`src/rtl/key_conditioner.sv`:
```
// Push-button conditioner: per-key 2-FF synchroniser, integrating debouncer,
// press/release pulse generation and optional hold-to-repeat pulse train.
module key_conditioner #(
  parameter int                N_KEYS         = 9,
  parameter int                ACTIVE_HIGH    = 1,
  parameter int                DEBOUNCE_TICKS = 200,
  parameter int                REPEAT_DELAY   = 5000,
  parameter int                REPEAT_PERIOD  = 1000,
  parameter logic [N_KEYS-1:0] REPEAT_MASK    = 9'b000111111
) (
  input  logic              CP,
  input  logic              CR,
  input  logic [N_KEYS-1:0] KEY_IN,
  output logic [N_KEYS-1:0] KEY_LEVEL,
  output logic [N_KEYS-1:0] KEY_PULSE,
  output logic [N_KEYS-1:0] KEY_RELEASE
);

  localparam int CNT_W  = $clog2(DEBOUNCE_TICKS);
  localparam int RC_MAX = (REPEAT_DELAY > REPEAT_PERIOD) ? REPEAT_DELAY : REPEAT_PERIOD;
  localparam int RC_W   = $clog2(RC_MAX + 1);

  localparam logic [CNT_W-1:0] CNT_LAST  = CNT_W'(DEBOUNCE_TICKS - 1);
  localparam logic [RC_W-1:0]  RC_DELAY  = RC_W'(REPEAT_DELAY);
  localparam logic [RC_W-1:0]  RC_PERIOD = RC_W'(REPEAT_PERIOD);
  localparam logic [RC_W-1:0]  RC_ONE    = RC_W'(1);

  typedef enum logic [1:0] {IDLE, HOLD, DELAY, REPEAT} state_t;

  // Normalise so that a pressed key is always 1 from here on.
  logic [N_KEYS-1:0] key_norm;
  assign key_norm = (ACTIVE_HIGH != 0) ? KEY_IN : ~KEY_IN;

  genvar gi;
  generate
    for (gi = 0; gi < N_KEYS; gi++) begin : g_key
      logic             s1_reg;
      logic             s2_reg;
      logic             lvl_reg;
      logic             pulse_reg;
      logic             release_reg;
      logic [CNT_W-1:0] cnt_reg;
      logic [RC_W-1:0]  rc_reg;
      state_t           state_reg;
      logic             flip;
      logic             rise;
      logic             fall;

      // The debounced level changes on the edge where the disagreement has
      // lasted long enough; pulses are registered on that same edge.
      assign flip = (s2_reg != lvl_reg) && (cnt_reg == CNT_LAST);
      assign rise = flip && s2_reg;
      assign fall = flip && !s2_reg;

      always_ff @(posedge CP or negedge CR) begin
        if (!CR) begin
          s1_reg      <= 1'b0;
          s2_reg      <= 1'b0;
          lvl_reg     <= 1'b0;
          cnt_reg     <= '0;
          pulse_reg   <= 1'b0;
          release_reg <= 1'b0;
          rc_reg      <= '0;
          state_reg   <= IDLE;
        end else begin
          s1_reg <= key_norm[gi];
          s2_reg <= s1_reg;

          if (s2_reg == lvl_reg) begin
            cnt_reg <= '0;
          end else if (cnt_reg == CNT_LAST) begin
            lvl_reg <= s2_reg;
            cnt_reg <= '0;
          end else begin
            cnt_reg <= cnt_reg + 1'b1;
          end

          pulse_reg   <= 1'b0;
          release_reg <= fall;

          // A release overrides any repeat pulse due on the same edge.
          if (fall) begin
            state_reg <= IDLE;
            rc_reg    <= '0;
          end else begin
            case (state_reg)
              IDLE: begin
                if (rise) begin
                  pulse_reg <= 1'b1;
                  rc_reg    <= RC_ONE;
                  state_reg <= REPEAT_MASK[gi] ? DELAY : HOLD;
                end
              end
              HOLD: begin
                state_reg <= HOLD;
              end
              DELAY: begin
                if (rc_reg == RC_DELAY) begin
                  pulse_reg <= 1'b1;
                  rc_reg    <= RC_ONE;
                  state_reg <= REPEAT;
                end else begin
                  rc_reg <= rc_reg + 1'b1;
                end
              end
              REPEAT: begin
                if (rc_reg == RC_PERIOD) begin
                  pulse_reg <= 1'b1;
                  rc_reg    <= RC_ONE;
                end else begin
                  rc_reg <= rc_reg + 1'b1;
                end
              end
              default: begin
                state_reg <= IDLE;
                rc_reg    <= '0;
              end
            endcase
          end
        end
      end

      assign KEY_LEVEL[gi]   = lvl_reg;
      assign KEY_PULSE[gi]   = pulse_reg;
      assign KEY_RELEASE[gi] = release_reg;
    end
  endgenerate

endmodule

```
`config.mk`:
```
export PLATFORM = sky130hd
export DESIGN_NAME = key_conditioner
export DESIGN_NICKNAME = d
export VERILOG_FILES = /design/src/rtl/key_conditioner.sv
export SDC_FILE = /design/constraint.sdc
export NUM_CORES = 1
export LEC_CHECK = 0
export ABC_CLOCK_PERIOD_IN_PS = 2400
export CORE_MARGIN = 2
export CORE_UTILIZATION = 64
export CTS_BUF_LIST = sky130_fd_sc_hd__clkbuf_4
export DETAILED_ROUTE_END_ITERATION = 8
export PLACE_DENSITY = 0.8
export SLEW_MARGIN = 10
export SYNTH_ARGS = -nofsm -noshare
export SYNTH_HDL_FRONTEND = slang
export SYNTH_SLANG_ARGS = --single-unit
```
`constraint.sdc`:
```
create_clock -name CP -period 2.4 [get_ports CP]
set_input_delay 0.24 -clock CP [delete_from_list [all_inputs] [get_ports CP]]
set_output_delay 0.24 -clock CP [all_outputs]
set_load 0.01 [all_outputs]
```
Word level (Yosys, flattened, before mapping)
Cells that the tools add are included.

Bits in registers: 252. Word-level logic and storage cells: 423. Bits of input ports: 11. Output and inout port bits: 27.

Bitwise operators: 9. Add/sub/neg operators: 18. Equality and inequality tests: 90. Muxes and demuxes: 144. Reductions and logical operators: 90.

Operators with widths (number): $mux 13 (36); $pmux 13 s3 (9); $mux 8 (18); $add 13x1->13 const B (9); $eq 13x10->1 const B (9); $eq 13x13->1 const B (9); $add 8x1->8 const B (9); $eq 8x8->1 const B (9); $reduce_bool 4->1 (18); $mux 2 (27); $ne 3x3->1 const B (18); $pmux 2 s3 (9); $eq 2x2->1 const B (18); $mux 1 (36); $reduce_and 2->1 (18); $logic_and 1x1->1 (27); $pmux 1 s3 (9); $reduce_and 3->1 (9); $eq 2x1->1 const B (9); $logic_not 2->1 (9); $eq 1x1->1 (9); $logic_not 1->1 (9); $ne 1x1->1 (9); $not 1->1 (9).

Longest topological paths before layout
Gate-level depths: netlist of run 1.

Word-level depth: 6. Mapped depth: 9. Depth with buffers taken out: 8.

Least setup slack after synthesis of run 1
No wires, ideal clock.

Path type: register to register. Start point: reg g_key[4].rc_reg[0]. End point: reg g_key[4].rc_reg[8]. Data arrival time: 2063 ps. Slack: 216 ps. Stages on the path, launching flop included: 9. Data required time: 2279 ps. Period minus slack after synthesis: 2184 ps. Buffers on the path: 1. Setup time: 121 ps. Cells stage by stage: dfrtp_1 -> inv_1 -> ha_1 -> or4b_4 -> o41ai_4 -> a21oi_2 -> buf_6 -> a21o_1 -> a22o_1.

Longest elaborated chain between the ends: 4. Elaborated cells on any way between the ends: 7. Classes of those cells: add/sub: 1; eq/ne: 2; mux: 4.

RTL lines: start, declared (RTL line 43) `logic [RC_W-1:0] rc_reg;`; start signal, assigned (RTL line 103) `rc_reg <= rc_reg + 1'b1;`; start signal, assigned (RTL line 111) `rc_reg <= rc_reg + 1'b1;`; $add 13x1->13, or another cell as far along (RTL line 103, 111); $mux 13, on equally long branches (RTL line 107, 98); $pmux 13 s3 (*) (RTL line 86) `case (state_reg)`; $mux 13 (*) (RTL line 82) `if (fall) begin`.

Every way passes the cells marked *; elsewhere a longest branch is shown, timed or not. A chain may end at the register's enable or synchronous reset.

Worst setup path after layout of run 1
Start point: reg g_key[4].rc_reg[0]. End point: reg g_key[4].rc_reg[12].

The elaborated chain is that of the path after synthesis.

==> out/results.ini, run 1 <==
[worst_setup_path]
worst_setup_path_end_kind=register
cp-start-kind=register
cp_max_fo=11
critical_path_required_ns=2.93
criticalPathCategory=reg -> reg
reg2reg_depth=7
crit_arrival_ns=2.84

[cts]
clock_insertion_delay_worst_skew_ns=0.67
cts_inserted_buffers=69
clock_tree.root_cell=sky130_fd_sc_hd__clkbuf_4
tritoncts=yes
clkSinkCount=252
htree_num_levels=3
clkSlewWorstSetupHoldPaths_ns=0.07
cts_setup_buffers=0
clock_tree.buffer_depth=3

[floorplanning]
placement_rows=53
die_area_sq_mm=0.02278
die_width_um=150.9
floorplan.core_area_sq_mm=0.02109
initial_utilization_pct=65.53
ioPinCount=38
die_height_um=150.9

[finish]
nets=1601
final_core_utilization_pct=73.81
layout-area-overhead-vs-synth_pct=12.64
post_route_cells_drive_above_1_share_pct=12.82
filler_cell_count=1549
largest_reg_flops=117

[run_status]
run_status=complete, no violations

[power]
combinationalPowerShare_pct=2.9
share_of_total_power_in_the_clock_network_pct=44.3
intPower_w=0.006277
power.total_w=0.008237
swShare_pct=23.79
sequentialPowerShare_pct=52.8
worst_voltage_drop_across_the_vdd_grid_v=0.0004257
power.leakage_nw=6.981
p_switching_w=0.001960
pwr_density_cell_mw_per_mm2=529.2

[sta]
final.setup_skew_ns=0.02896
worst_slew_margin_rel_pct=54.74
drv_slew=0
finalCritPeriodShare_pct=96.19
max_slew.worst_pin.slew_ns=0.6695
post-route-min-period_ns=2.308
fmax_mhz=433.2
hold_slack_ns=0.1022
timing.final.setup_violations=0
finalHoldViolCount=0

[synthesis]
yosysTopAreaCell=sky130_fd_sc_hd__dfrtp_1
yosys.cell_count.top_type=sky130_fd_sc_hd__dfrtp_1
synth.top_cell.area_share_pct=45.64
synthCells=1438
ys_types=88
post_synth_main_area_contributors=sky130_fd_sc_hd__dfrtp_1 (46%), sky130_fd_sc_hd__ha_1 (4.6%), sky130_fd_sc_hd__nor2_1 (4.1%), sky130_fd_sc_hd__xor2_1 (3.9%), sky130_fd_sc_hd__nand3_1 (3.4%)
ys_dominant_reg_cell=sky130_fd_sc_hd__dfrtp_1
synth-seq-area-share_pct=45.64
synth_enable_flop_cells=0
ys_async_rst_share_pct=100.0
syn-num-nets=1500
yosys-top-cells-count=sky130_fd_sc_hd__dfrtp_1 (252), sky130_fd_sc_hd__nor2_1 (151), sky130_fd_sc_hd__nand2_1 (111)
syn-cell-area_sq_mm=0.01382
synth.ff_latch_count=252
yosysWarningCount=0
syn_avg_cell_area_sq_um=9.609

[grt]
globalRouteTotalUtil_pct=24.64
grt_first_pass_wirelength_um=46800
grt_start_max_net_pins=64
grt_antenna_before_repair=1
grt-ovfl-total=0
first_global_vias=10510

[routing]
routed-via-count=10870
drt_pass1_iterations=5
routed_wl_um=26870
remaining_routing_drc_violations=0
drtIter0Drc=638
ant_nets=0
route.detailed.vias_per_inst=5.821
detail_route.wl_per_cell_um=14.39

[flow_run]
max_cap_violations=0

[placed_design]
dp_hpwl_um=18270
place_congestion=0.8644
io_buffer_count=37

[min_path]
timing.hold.worst.class=in -> async

logic make-up (layout without fill, tap and decap cells):
group                      after synthesis  after routing  share of synthesized area, %
and+or+nand+nor                        617            617                         23.56
AOI/OAI and AO/OA                      277            277                         14.51
DFF                                    252            252                         45.64
buffers and inverters                  130            283                         4.437
xor gates and xnor gates                95             95                         6.021
adders and majority gates               51             51                         4.618
muxes                                   16             16                         1.222
other                                    0              1                             0
per-layer routing:
layer / vias up / share of wire [%] / GRT usage, %
met5: - / 0 / 0
met1: 5248 / 47 / 32.72
li1: 5386 / - / -
met3: 48 / 3.6 / 5.482
met2: 186 / 48 / 40.39
met4: 0 / 1.7 / 8.271
worst max-delay path, stage by stage (launching register included):
cell and delay [ns]:
sky130_fd_sc_hd__dfrtp_1 0.41, sky130_fd_sc_hd__inv_1 0.09, sky130_fd_sc_hd__ha_1 0.14, sky130_fd_sc_hd__or4b_4 0.50, sky130_fd_sc_hd__o41ai_4 0.45, sky130_fd_sc_hd__a21oi_4 0.17, sky130_fd_sc_hd__a21o_2 0.21, sky130_fd_sc_hd__a22o_1 0.21
what timing repair did:
action,4_1_cts,5_1_grt
hold buffers,10,0
resized for setup,3,14
cloned,0,0
endpoints found under the hold margin,261,0
endpoints found under the setup margin,6,46
cell usage in the layout, fill, tap and decap left out, types with 9 or more instances in the layout:
cell                              Yosys  final
sky130_fd_sc_hd__and3_1              47     47
sky130_fd_sc_hd__nand2_1            111    111
sky130_fd_sc_hd__ha_1                51     51
sky130_fd_sc_hd__nand4_1             21     21
sky130_fd_sc_hd__inv_1               68     68
sky130_fd_sc_hd__a31oi_1             13     13
sky130_fd_sc_hd__and2_1              14     14
sky130_fd_sc_hd__buf_4               29     42
sky130_fd_sc_hd__o211ai_1            12     12
sky130_fd_sc_hd__o21ai_0             57     56
sky130_fd_sc_hd__dfrtp_1            252    252
sky130_fd_sc_hd__or2_2               13     13
sky130_fd_sc_hd__clkdlybuf4s50_1      0     36
sky130_fd_sc_hd__nand2b_1            17     17
sky130_fd_sc_hd__nor2_1             151    149
sky130_fd_sc_hd__dlygate4sd3_1        0     10
sky130_fd_sc_hd__clkinv_1             1     25
sky130_fd_sc_hd__nor3_1              18     18
sky130_fd_sc_hd__xnor2_1             33     33
sky130_fd_sc_hd__o31ai_1             10     10
sky130_fd_sc_hd__nor2b_1             22     22
sky130_fd_sc_hd__xor2_1              62     62
sky130_fd_sc_hd__o2111ai_1           19     19
sky130_fd_sc_hd__a21oi_1             42     40
sky130_fd_sc_hd__or3_1               24     24
sky130_fd_sc_hd__nor4_1              11     10
sky130_fd_sc_hd__nand3_1             93     93
sky130_fd_sc_hd__nand3b_1            12     12
sky130_fd_sc_hd__clkbuf_4             0     91
sky130_fd_sc_hd__mux2i_1              9      9
sky130_fd_sc_hd__o22ai_1             16     16
sky130_fd_sc_hd__a22o_1              18     18
final timing paths:
path / start / endpoint / slack [ns]
min in group CP: g_key[5].s1_reg / g_key[5].s2_reg / 0.35
min: CR / g_key[1].s1_reg / 0.10
min reg2reg: g_key[5].s1_reg / g_key[5].s2_reg / 0.35
max: g_key[4].rc_reg[0] / g_key[4].rc_reg[12] / 0.09
max reg2reg: g_key[4].rc_reg[0] / g_key[4].rc_reg[12] / 0.09
max in group asynchronous: CR / g_key[6].cnt_reg[0] / 1.58
metrics by stage:
stage,std cells,cell area (sq um),worst slack (ns),TNS [ns]
floorplan,1438,13820,0.2156,0
global placement,1733,14540,0.04812,0
detailed placement,1733,14540,-0.01776,-0.03710
CTS,1866,15500,0.02062,0
global route,1867,15560,-0.001257,-0.001257
finish,1867,15560,0.09152,0
cell type report:
cell class	count	area [sq um]	share of cell area [%]
antenna	1	2.502	0.01608
tap	275	344.1	2.211
timing repair buffer	91	830.8	5.338
sequential	252	6306	40.51
clock inverter	32	151.4	0.9727
inverter	69	259.0	1.664
multi-input combinational	1056	6988	44.90
clock buffer	91	683.2	4.389
power by group through the flow:
stage / clock network (W) / logic, W / registers (W)
after floorplan: 0 / 0.0000974 / 0.00442
after global placement: 0 / 0.000227 / 0.00442
after detailed placement: 0 / 0.000232 / 0.00443
after CTS: 0.00379 / 0.000247 / 0.00435
after global routing: 0.00402 / 0.000277 / 0.00436
final: 0.00365 / 0.000237 / 0.00435
No activity file was read; power rests on OpenSTA's default activity.
==> inputs of run 2 (changes only) <==
==> constraint.sdc (replaced) <==
create_clock -name CP -period 2.4 [get_ports CP]
set_input_delay 0.48 -clock CP [delete_from_list [all_inputs] [get_ports CP]]
set_output_delay 0.48 -clock CP [all_outputs]
set_load 0.01 [all_outputs]
==> out/results.ini, run 2 (synthesis results as in run 1) <==
[cts]
tritoncts=yes  ; unchanged
clkSinkCount=252  ; unchanged
cts_setup_buffers=0  ; unchanged
cts_inserted_buffers=70  ; was 69
clock_insertion_delay_worst_skew_ns=0.66  ; was 0.67 ns
clkSlewWorstSetupHoldPaths_ns=0.07  ; about the same
clock_tree.root_cell=sky130_fd_sc_hd__clkbuf_4  ; unchanged
htree_num_levels=3  ; unchanged
clock_tree.buffer_depth=3  ; unchanged

[sta]
finalCritPeriodShare_pct=94.66  ; was 96.19%
finalHoldViolCount=0  ; unchanged
drv_slew=0  ; unchanged
max_slew.worst_pin.slew_ns=0.6679  ; was 0.6695 ns
fmax_mhz=440.1  ; was 433.2 MHz
worst_slew_margin_rel_pct=55.47  ; was 54.74%
post-route-min-period_ns=2.272  ; was 2.308 ns
grt_setup_unrepaired=false
final.setup_skew_ns=0.03072  ; was 0.02896 ns
timing.final.setup_violations=0  ; unchanged
timing.final.ws_setup_ns=0.1280  ; was 0.09152 ns

[worst_setup_path]
criticalPathCategory=reg -> reg  ; unchanged
crit_arrival_ns=2.82  ; was 2.84 ns
critical_path_required_ns=2.95  ; was 2.93 ns
path_cells=inv_1, ha_1, or4b_4, o31ai_4, a21boi_4, o22ai_1, a221oi_1  ; was inv_1, ha_1, or4b_4, o41ai_4, a21oi_4, a21o_2, a22o_1
cp-start-kind=register  ; unchanged
cp_max_fo=4  ; was 11
worst_setup_path_end_kind=register  ; unchanged
critical_path.slowest_cell=sky130_fd_sc_hd__or4b_4  ; unchanged
delay_of_the_slowest_cell_on_the_worst_path_ns=0.51  ; was 0.50 ns

[floorplanning]
die_width_um=150.9  ; unchanged
placement_rows=53  ; unchanged
die_area_sq_mm=0.02278  ; unchanged
floorplan.core_area_sq_mm=0.02109  ; unchanged
ioPinCount=38  ; unchanged
die_height_um=150.9  ; unchanged
initial_utilization_pct=65.53  ; unchanged

[grt]
grt_antenna_before_repair=1  ; unchanged
globalRouteTotalUtil_pct=24.86  ; was 24.64%
grt-ovfl-total=0  ; unchanged
grt_start_max_net_pins=77  ; was 64
first_global_vias=10670  ; was 10510
grt_first_pass_wirelength_um=47150  ; was 46800 um

[routing]
drtIter0Drc=658  ; was 638
routed_wl_um=26950  ; was 26870 um
route.detailed.vias_per_inst=5.905  ; was 5.821
detail_route.wl_per_cell_um=14.66  ; was 14.39 um
routed-via-count=10850  ; was 10870
ant_nets=0  ; unchanged
remaining_routing_drc_violations=0  ; unchanged
drt_pass1_iterations=7  ; was 5

[power]
worst_voltage_drop_across_the_vdd_grid_v=0.0004021  ; was 0.0004257 V
power.leakage_nw=6.916  ; was 6.981 nW
pwr_density_cell_mw_per_mm2=532.3  ; was 529.2 mW/mm^2

[run_status]
run_status=complete, no violations  ; unchanged

[finish]
largest_reg_flops=117  ; unchanged
layout-area-overhead-vs-synth_pct=11.56  ; was 12.64%
nets=1589  ; was 1601
layout_commonest_cell=sky130_fd_sc_hd__dfrtp_1  ; unchanged
post_route_cells_drive_above_1_share_pct=12.68  ; was 12.82%
layout_common_cells=sky130_fd_sc_hd__dfrtp_1 (252), sky130_fd_sc_hd__nor2_1 (151), sky130_fd_sc_hd__nand2_1 (111)  ; was sky130_fd_sc_hd__dfrtp_1 (252), sky130_fd_sc_hd__nor2_1 (149), sky130_fd_sc_hd__nand2_1 (111)
final_cell_area_sq_mm=0.01542  ; was 0.01556 sq mm

[min_path]
timing.hold.worst.class=in -> reg  ; was in -> async

[placed_design]
place_congestion=0.8338  ; was 0.8644
io_buffer_count=37  ; unchanged
place_area_sq_mm=0.01454  ; about the same
dp_hpwl_um=18250  ; was 18270 um
place_ws_ns=-0.01232  ; was -0.01776 ns

[flow_run]
max_cap_violations=0  ; unchanged

[run 2: layout make-up]
type,instances,area (sq um)
multi-input cells,1056,6979
flip-flops and latches,252,6306
fillers,1599,5672
repair buffers,78,735.7
clock buffers,96,720.7
well taps,275,344.1
inverters,69,259.0
clock inverters,11,68.82
diodes,1,2.502
[run 2: metal layers]
| layer | track usage (%) | share of wire [%] | wire (um) |
|---|---|---|---|
| met1 | 32.55 | 46 | 12280 |
| met2 | 41.41 | 49 | 13070 |
| met3 | 5.422 | 4.1 | 1100 |
| met4 | 8.224 | 1.8 | 494 |
| met5 | 0 | 0 | 0 |
[run 2: final timing paths]
path,endpoint,from,cells after the start,slack [ns]
worst max-delay path,g_key[4].state_reg[1],g_key[4].rc_reg[0],7,0.13
worst min-delay path,g_key[2].s1_reg,KEY_IN[2],1,0.26
worst max register to register,g_key[4].state_reg[1],g_key[4].rc_reg[0],7,0.13
worst min register to register,g_key[0].s2_reg,g_key[0].s1_reg,0,0.34
max in group asynchronous,g_key[2].pulse_reg,CR,3,1.32
min in group asynchronous,g_key[1].rc_reg[5],CR,2,0.34
[run 2: stage by stage]
stage / power (W) / cells / setup TNS [ns] / utilization (%) / hold WS (ns)
6_report: 0.008206 / 1838 / 0 / 73.10 / 0.2641
3_5_place_dp: 0.004661 / 1729 / -0.03846 / 68.93 / 0.3355
5_1_grt: 0.008595 / 1838 / 0 / 73.10 / 0.2022
3_3_place_gp: 0.004651 / 1729 / 0 / 68.93 / 0.3327
4_1_cts: 0.008357 / 1837 / 0 / 72.75 / 0.1989
2_1_floorplan: 0.004514 / 1438 / 0 / - / 0.1844
[run 2: repair_timing]
item                                    4_1_cts  5_1_grt
gates resized for setup                       1       12
hold endpoints to repair                     50        0
hold buffers                                  1        0
endpoints found under the setup margin        2       42
pin swaps                                     0        1
[run 2: power by group]
| part | switching (W) | internal, W | total (W) | leakage [nW] |
|---|---|---|---|---|
| Sequential | 0.0000498 | 0.00430 | 0.00435 | 3.46 |
| Combinational | 0.000147 | 0.0000796 | 0.000226 | 2.98 |
| Clock | 0.00170 | 0.00192 | 0.00363 | 0.479 |
| Total | 0.00190 | 0.00630 | 0.00821 | 6.92 |
[run 2: critical path, delay by kind of cell, from the launching register on]
family                   cells  cell delay [ns]
AO/OA/AOI/OAI                4             1.01
AND/OR/NAND/NOR              1             0.51
flip-flops                   1             0.41
adder cells (fa/ha/maj)      1             0.14
buffers and inverters        1             0.08
==> inputs of run 3 (changes only) <==
--- a/config.mk
+++ b/config.mk
@@ -9,6 +9,7 @@
 export CORE_MARGIN = 2
 export CORE_UTILIZATION = 64
 export CTS_BUF_LIST = sky130_fd_sc_hd__clkbuf_4
+export CTS_CLUSTER_DIAMETER = 30
 export DETAILED_ROUTE_END_ITERATION = 8
 export PLACE_DENSITY = 0.8
 export SLEW_MARGIN = 10
==> out/results.ini, run 3 (synthesis results as in run 1) <==
[run_status]
run_status=complete, no violations  ; unchanged

[routing]
routed-via-count=10830  ; was 10850
ant_nets=0  ; unchanged
detail_route.wl_per_cell_um=14.36  ; was 14.66 um
route.detailed.vias_per_inst=5.834  ; was 5.905
drt_pass1_iterations=5  ; was 7
drtIter0Drc=652  ; was 658
routed_wl_um=26660  ; was 26950 um
remaining_routing_drc_violations=0  ; unchanged

[cts]
clock_insertion_delay_worst_skew_ns=0.66  ; about the same
clock_tree.buffer_depth=3  ; unchanged
cts_inserted_buffers=73  ; was 70
htree_num_levels=3  ; unchanged
clkSlewWorstSetupHoldPaths_ns=0.07  ; about the same
clock_tree.root_cell=sky130_fd_sc_hd__clkbuf_4  ; unchanged
tritoncts=yes  ; unchanged
cts_setup_buffers=0  ; unchanged
clkSinkCount=252  ; unchanged

[placed_design]
place_congestion=0.8338  ; unchanged
dp_hpwl_um=18250  ; unchanged
place_area_sq_mm=0.01454  ; unchanged
dp.cells=1729  ; unchanged
io_buffer_count=37  ; unchanged
place_ws_ns=-0.01232  ; unchanged

[power]
p_switching_w=0.001977  ; was 0.001901 W
sequentialPowerShare_pct=51.9  ; was 53.0%
worst_voltage_drop_across_the_vdd_grid_v=0.0004947  ; was 0.0004021 V
share_of_total_power_in_the_clock_network_pct=45.4  ; was 44.2%
swShare_pct=23.60  ; was 23.17%
intPower_w=0.006402  ; was 0.006304 W
combinationalPowerShare_pct=2.7  ; was 2.8%
pwr_density_cell_mw_per_mm2=541.1  ; was 532.3 mW/mm^2
power.leakage_nw=6.954  ; was 6.916 nW

[finish]
finish.cell_count_without_fillers=1856  ; was 1838
area.sequential_sq_mm=0.006306  ; unchanged
layout-area-overhead-vs-synth_pct=12.07  ; was 11.56%
nets=1592  ; was 1589
layout_common_cells=sky130_fd_sc_hd__dfrtp_1 (252), sky130_fd_sc_hd__nor2_1 (151), sky130_fd_sc_hd__nand2_1 (111)  ; unchanged
largest_reg_flops=117  ; unchanged
final_core_utilization_pct=73.44  ; was 73.10%
filler_cell_count=1574  ; was 1599
multi_input_area_sq_mm=0.006965  ; was 0.006979 sq mm
post_route_cells_drive_above_1_share_pct=12.97  ; was 12.68%
final_cell_area_sq_mm=0.01549  ; was 0.01542 sq mm
layout_commonest_cell=sky130_fd_sc_hd__dfrtp_1  ; unchanged

[grt]
grt-ovfl-total=0  ; unchanged
grt_first_pass_wirelength_um=47080  ; was 47150 um
first_global_vias=10720  ; was 10670
grt_antenna_before_repair=1  ; unchanged
grt_start_max_net_pins=77  ; unchanged
globalRouteTotalUtil_pct=24.74  ; was 24.86%

[sta]
finalCritPeriodShare_pct=93.87  ; was 94.66%
drv_slew=0  ; unchanged
grt_setup_unrepaired=false  ; unchanged
worst_slew_margin_rel_pct=52.33  ; was 55.47%
final.setup_skew_ns=0.02507  ; was 0.03072 ns
finalHoldViolCount=0  ; unchanged
post-route-min-period_ns=2.253  ; was 2.272 ns
timing.final.ws_setup_ns=0.1471  ; was 0.1280 ns
fmax_mhz=443.9  ; was 440.1 MHz
max_slew.worst_pin.slew_ns=0.7150  ; was 0.6679 ns
timing.final.setup_violations=0  ; unchanged

[floorplanning]
die_width_um=150.9  ; unchanged
placement_rows=53  ; unchanged
initial_utilization_pct=65.53  ; unchanged
die_area_sq_mm=0.02278  ; unchanged
floorplan.core_area_sq_mm=0.02109  ; unchanged
die_height_um=150.9  ; unchanged
ioPinCount=38  ; unchanged

[worst_setup_path]
worst_setup_path_end_kind=register  ; unchanged
cp_max_fo=4  ; unchanged
critical_path_required_ns=2.93  ; was 2.95 ns
cp-start-kind=register  ; unchanged
critical_path.slowest_cell=sky130_fd_sc_hd__or4b_4  ; unchanged
path_cells=inv_1, ha_1, or4b_4, o31ai_4, a21boi_2, o22ai_1, a221oi_1  ; was inv_1, ha_1, or4b_4, o31ai_4, a21boi_4, o22ai_1, a221oi_1
criticalPathCategory=reg -> reg  ; unchanged
crit_arrival_ns=2.78  ; was 2.82 ns
delay_of_the_slowest_cell_on_the_worst_path_ns=0.51  ; about the same

[min_path]
timing.hold.worst.class=in -> reg  ; unchanged

[flow_run]
max_cap_violations=0  ; unchanged

-- run 3: cell types whose count changed in the layout (fill, tap and decap cells not counted), sizes merged --
cell / delta
clkinv: +14
clkbuf: +3
inv: +1
-- run 3: worst max-delay path: cells and delay by family (launching register included) --
family,cells,cell delay (ns)
compound gates,4,0.99
simple gates,1,0.51
flops,1,0.41
fa+ha+maj,1,0.14
buf+inv,1,0.08
-- run 3: timing repair --
item                                   in CTS  in global routing
endpoints found under the hold margin      50                  0
setup endpoints to repair                   4                 41
hold buffers                                1                  0
pin swaps                                   0                  1
gates resized for setup                     1                 10
-- run 3: area by class of cell --
| type | count | area share [%] |
|---|---|---|
| clock inverter | 26 | 0.8403 |
| clock buffer | 99 | 4.799 |
| multi-input combinational | 1056 | 44.98 |
| sequential | 252 | 40.72 |
| antenna | 1 | 0.01616 |
| inverter | 69 | 1.672 |
| tap | 275 | 2.222 |
| timing repair buffer | 78 | 4.751 |
-- run 3: power by group through the flow --
stage | Combinational [W] | Sequential, W | Clock (W)
floorplan | 0.0000974 | 0.00442 | 0
global placement | 0.000226 | 0.00442 | 0
detailed placement | 0.000233 | 0.00443 | 0
CTS | 0.000235 | 0.00435 | 0.00394
global route | 0.000266 | 0.00436 | 0.00417
finish | 0.000227 | 0.00435 | 0.00380
-- run 3: path summary, 6_finish.rpt --
path | from | to | slack [ns] | depth (start not counted)
setup / recovery | g_key[4].rc_reg[0] | g_key[4].state_reg[1] | 0.15 | 7
max in group asynchronous | CR | g_key[4].cnt_reg[0] | 1.32 | 3
setup reg to reg | g_key[4].rc_reg[0] | g_key[4].state_reg[1] | 0.15 | 7
min in group asynchronous | CR | g_key[1].s1_reg | 0.35 | 2
hold reg to reg | g_key[0].s1_reg | g_key[0].s2_reg | 0.34 | 0
hold / removal | KEY_IN[6] | g_key[6].s1_reg | 0.27 | 1
-- run 3: stage by stage --
step                setup TNS [ns]  hold slack, ns  power (W)
global route                     0          0.2126   0.008796
detailed placement        -0.03846          0.3355   0.004661
floorplan                        0          0.1844   0.004514
global placement                 0          0.3327   0.004651
CTS                              0          0.2123   0.008528
finish                           0          0.2681   0.008379
-- run 3: layer usage --
metal  vias up  GRT usage (%)  part of all wire, %
met5         -              0                    0
met4         0          8.832                  1.9
met3        50          5.030                  3.5
met2       195          41.07                   48
met1      5227          32.48                   47
li1       5356              -                    -
==> patch 1, RTL diff (flow settings as in run 2) <==
Add an input register stage for `KEY_IN`, without a reset; this delays it by one clock.
--- a/src/rtl/key_conditioner.sv
+++ b/src/rtl/key_conditioner.sv
@@ -27,9 +27,15 @@
 
   typedef enum logic [1:0] {IDLE, HOLD, DELAY, REPEAT} state_t;
 
+  logic [N_KEYS-1:0] KEY_IN_q;
+
+  always_ff @(posedge CP) begin
+    KEY_IN_q <= KEY_IN;
+  end
+
   // Normalise so that a pressed key is always 1 from here on.
   logic [N_KEYS-1:0] key_norm;
-  assign key_norm = (ACTIVE_HIGH != 0) ? KEY_IN : ~KEY_IN;
+  assign key_norm = (ACTIVE_HIGH != 0) ? KEY_IN_q : ~KEY_IN_q;
 
   genvar gi;
   generate
Check against the original RTL: no difference found for any inputs over 4 cycles, from zero or initial values; that may be too few to reach the edited logic, so the function may still have changed.
==> patch 1 against run 2 <==
Design area is 2.7% higher; cell count is 1.6% higher; die area is 1.9% higher; wire length is 1.2% higher; synthesized area is 2.0% higher; sequential cell count is 9 higher; setup slack worse by 48 ps; power is 7.2% higher.
==> patch 1: results (changes against run 2) <==
[logic_synthesis]
synthTopCellsByArea = dfrtp_1, ha_1, nor2_1  ; unchanged
async_flop_share = 0.9655  ; was 1.000
synthTopCellsByCount = dfrtp_1, nor2_1, nand3_1, nand2_1, o21ai_0  ; was dfrtp_1, nor2_1, nand2_1, nand3_1, inv_1
netlist_instances = 1445  ; was 1438
synth_cell_type_count = 89  ; was 88
synth.yosys.seq_area_share = 0.4603  ; was 0.4564
synth_fp_nets = 1507  ; was 1500

[global_routing]
grt_pass1_vias = 10790  ; was 10670
grt_start_max_net_pins = 72  ; was 77
grt_pass1_wl_mm = 48.13  ; was 47.15 mm
met1_usage = 0.3241  ; was 0.3255
grt_use_total = 0.2395  ; was 0.2486
gr-usage-met3 = 0.04465  ; was 0.05422
grtUsageMet2 = 0.3825  ; was 0.4141

[detailed_routing]
finalWirelength_mm = 27.28  ; was 26.95 mm
first_pass_iters = 6  ; was 7
drtIter0Drc = 790  ; was 658
via_per_inst = 5.855  ; was 5.905
wl_per_cell_um = 14.60  ; was 14.66 um
drt-met1-wl_mm = 12.42  ; was 12.28 mm
top_layer = met4  ; unchanged
wl_met3_mm = 1.212  ; was 1.100 mm
met2_length_mm = 12.90  ; was 13.07 mm

[timing]
skew_ps = 58.07  ; was 30.72 ps
max_slew_margin = 0.6054  ; was 0.5547

[place]
post-place-cells = 1740  ; was 1729
dp_slack_ps = 25.77  ; was -12.32 ps
hpwlAfterDp_mm = 18.71  ; was 18.25 mm
globalplace.congestion = 0.8669  ; was 0.8338

[cells_and_area]
multi_input_cells = 1055  ; was 1056
fill_cells = 1588  ; was 1599
clock_buffers = 108  ; was 96
final-clk-cell-share = 0.05866  ; was 0.05121
seq_cell_count = 261  ; was 252
signal_buffers = 77  ; was 78
buffer_area_frac = 0.04601  ; was 0.04772
n_antenna_cell = 1  ; unchanged
n_all_inverters = 69  ; unchanged
drive_above_1_share = 0.1361  ; was 0.1268
multi_input_area_share = 0.4468  ; was 0.4527

[cts]
cts_resized = 0  ; was 1
cts_setup_buffers = 0  ; unchanged

[power_and_ir_drop]
leakagePower_nw = 7.148  ; was 6.916 nW
ir_drop_uv = 622.6  ; was 402.1 uV

[critical_path]
path_delay_family = simple AND/OR/NAND/NOR gates  ; was compound AO/OA/AOI/OAI gates
critPathArrivalTime_ps = 2810  ; was 2820 ps
crit_fanout = 14  ; was 4

[outcome]
outcome = complete, no violations  ; unchanged

==> patch 1: where the power goes <==
group	total [W]	internal [W]	switching (W)
registers	0.00451	0.00446	0.0000537
clock network	0.00405	0.00226	0.00179
logic	0.000236	0.0000886	0.000147
total	0.00880	0.00680	0.00199
==> patch 1: cells by family (layout without fill, tap and decap cells) <==
kind of cell / after synthesis / after routing / share of synthesized area
compound gates: 327 / 327 / 0.1701
xor+xnor: 85 / 85 / 0.05284
fa+ha+maj: 51 / 51 / 0.04529
buf+inv: 129 / 271 / 0.04396
flops: 261 / 261 / 0.4603
mux: 12 / 12 / 0.008880
other cells: 0 / 1 / 0
simple gates: 580 / 580 / 0.2186
==> patch 1: worst paths after layout <==
kind / startpoint / endpoint / slack [ps] / cells after the start
setup / recovery: g_key[3].rc_reg[0]$_DFFE_PN0P_ / g_key[3].rc_reg[12]$_DFFE_PN0P_ / 80 / 7
hold / removal: KEY_IN[3] / KEY_IN_q[3]$_DFF_P_ / 270 / 1
setup reg to reg: g_key[3].rc_reg[0]$_DFFE_PN0P_ / g_key[3].rc_reg[12]$_DFFE_PN0P_ / 80 / 7
hold reg to reg: KEY_IN_q[6]$_DFF_P_ / g_key[6].s1_reg$_DFF_PN0_ / 320 / 0
max in group asynchronous: CR / g_key[1].rc_reg[0]$_DFFE_PN0P_ / 1350 / 3
min in group asynchronous: CR / g_key[8].rc_reg[1]$_DFFE_PN0P_ / 380 / 2
==> patch 1: per-stage QoR <==
stage | area (um^2) | utilization | hold WS [ps]
floorplan | 14090 | - | 184.4
global placement | 14790 | 0.6820 | 318.1
detailed placement | 14790 | 0.6820 | 322.0
CTS | 15730 | 0.7252 | 214.3
global route | 15830 | 0.7297 | 229.3
finish | 15830 | 0.7297 | 274.7
==> patch 2, RTL diff (config.mk and constraints of run 2) <==
Made on the original files. The parameter `N_KEYS` goes from 9 to 18.
--- a/src/rtl/key_conditioner.sv
+++ b/src/rtl/key_conditioner.sv
@@ -1,7 +1,7 @@
 // Push-button conditioner: per-key 2-FF synchroniser, integrating debouncer,
 // press/release pulse generation and optional hold-to-repeat pulse train.
 module key_conditioner #(
-  parameter int                N_KEYS         = 9,
+  parameter int                N_KEYS         = 18,
   parameter int                ACTIVE_HIGH    = 1,
   parameter int                DEBOUNCE_TICKS = 200,
   parameter int                REPEAT_DELAY   = 5000,
Interface: changed (resized KEY_IN, KEY_LEVEL, KEY_PULSE and KEY_RELEASE); port bits go from 38 to 74. The function was not compared with the original's and may differ.
==> patch 2 against run 2 <==
Cell count is 95% higher; design area is 92% higher; sequential power is 100% higher; core utilization shrank 0.32 points; synthesized area grew 90%; highest routed layer unchanged; sequential cell count rose by 252; setup slack worse by 19 ps; largest power group unchanged; power increased by 97%; wire length rose by 93%; count of clock-buffer cells in the layout rose by 96; global-route usage increased by 0.31 points; worst hold slack better by 76 ps.
==> patch 2: results (changes against run 2) <==
[power_and_ir_drop]
leakagePower_nw = 13.34  ; was 6.916 nW
ir_drop_uv = 431.5  ; was 402.1 uV

[cells_and_area]
largest_reg_flops = 234  ; was 117
fill_cells = 2953  ; was 1599
final-instance-count-excl-fill = 3575  ; was 1838
drive_above_1_share = 0.1204  ; was 0.1268

[logic_synthesis]
synth_cell_type_count = 87  ; was 88
synthTopCellsByCount = dfrtp_1, nor2_1, nand2_1, nand3_1, o21ai_0  ; was dfrtp_1, nor2_1, nand2_1, nand3_1, inv_1
netlist_instances = 2774  ; was 1438
synthTopCellsByArea = dfrtp_1, nor2_1, ha_1  ; was dfrtp_1, ha_1, nor2_1
synth.yosys.seq_area_share = 0.4805  ; was 0.4564

[place]
dp_slack_ps = -77.48  ; was -12.32 ps
port_buffers = 73  ; was 37
post-place-cells = 3331  ; was 1729
globalplace.congestion = 0.8691  ; was 0.8338

[detailed_routing]
via_per_inst = 5.806  ; was 5.905
finalWirelength_mm = 52.08  ; was 26.95 mm
first_pass_iters = 6  ; was 7

[outcome]
outcome = complete, no violations  ; unchanged

[min_path]
worstHoldPathType = reg -> reg  ; was in -> reg

[global_routing]
met1_usage = 0.3266  ; was 0.3255
grt_pass1_wl_mm = 90.31  ; was 47.15 mm
grt_start_max_net_pins = 73  ; was 77
grt_pass1_vias = 20460  ; was 10670
gr-usage-met3 = 0.06118  ; was 0.05422

[critical_path]
slowest_stage = or4bb_1  ; was or4b_4
critPathArrivalTime_ps = 3130  ; was 2820 ps

[cts]
cts_buffers = 134  ; was 70
htreeDepth = 4  ; was 3

[timing]
skew_ps = 43.17  ; was 30.72 ps

==> patch 2: worst paths after layout <==
check / startpoint / endpoint / slack, ps / cells after the start
setup / recovery: g_key[4].rc_reg[1]$_DFFE_PN0P_ / g_key[4].state_reg[0]$_DFFE_PN0P_ / 110 / 8
hold / removal: g_key[6].s1_reg$_DFF_PN0_ / g_key[6].s2_reg$_DFF_PN0_ / 340 / 0
setup reg to reg: g_key[4].rc_reg[1]$_DFFE_PN0P_ / g_key[4].state_reg[0]$_DFFE_PN0P_ / 110 / 8
hold reg to reg: g_key[6].s1_reg$_DFF_PN0_ / g_key[6].s2_reg$_DFF_PN0_ / 340 / 0
max in group asynchronous: CR / g_key[7].cnt_reg[2]$_DFF_PN0_ / 620 / 4
min in group asynchronous: CR / g_key[17].rc_reg[2]$_DFFE_PN0P_ / 600 / 3
==> patch 2: layout make-up <==
type | instances | share of cell area
inverter | 100 | 0.01269
timing repair buffer | 180 | 0.05769
multi-input combinational | 2043 | 0.4284
clock inverter | 22 | 0.003003
clock buffer | 192 | 0.04872
antenna | 2 | 0.0001692
sequential | 504 | 0.4268
tap | 532 | 0.02250
==> patch 2: metal layers <==
metal / routed length, um / share of wire
met1: 23900 / 0.46
met2: 25230 / 0.48
met3: 1997 / 0.038
met4: 959 / 0.018
met5: 0 / 0
==> patch 2: per-stage QoR <==
step | area, um^2 | power [W]
after detailed placement | 27670 | 0.009344
after CTS | 29480 | 0.01650
final | 29580 | 0.01620
after global routing | 29580 | 0.01703
after floorplan | 26250 | 0.009030
after global placement | 27670 | 0.009318
==> patch 2: kinds of logic after synthesis <==
family,share of synthesized area
flops,0.4805
xor+xnor,0.06908
fa+ha+maj,0.03909
buf+inv,0.04133
mux,0.007246
compound gates,0.1182
simple gates,0.2446
==> patch 2: repair_timing <==
item / CTS / global route
hold endpoints to repair: 455 / 0
hold buffers: 21 / 0
setup endpoints to repair: 40 / 109
gates cloned: 0 / 0
buffers inserted: 7 / 0
pin swaps: 0 / 4
gates resized for setup: 38 / 22
==> patch 2: power breakdown <==
part           total [W]  switching (W)  internal (W)
Sequential       0.00870       0.000104       0.00860
Combinational   0.000498       0.000304      0.000194
Clock            0.00699        0.00337       0.00363
==> patch 2: worst max-delay path, delay by kind of cell, from the launching register on <==
| family | cells | cell delay [ps] |
|---|---|---|
| flops | 1 | 420 |
| compound gates | 1 | 370 |
| fa+ha+maj | 1 | 130 |
| simple gates | 5 | 1220 |
| buf+inv | 1 | 90 |
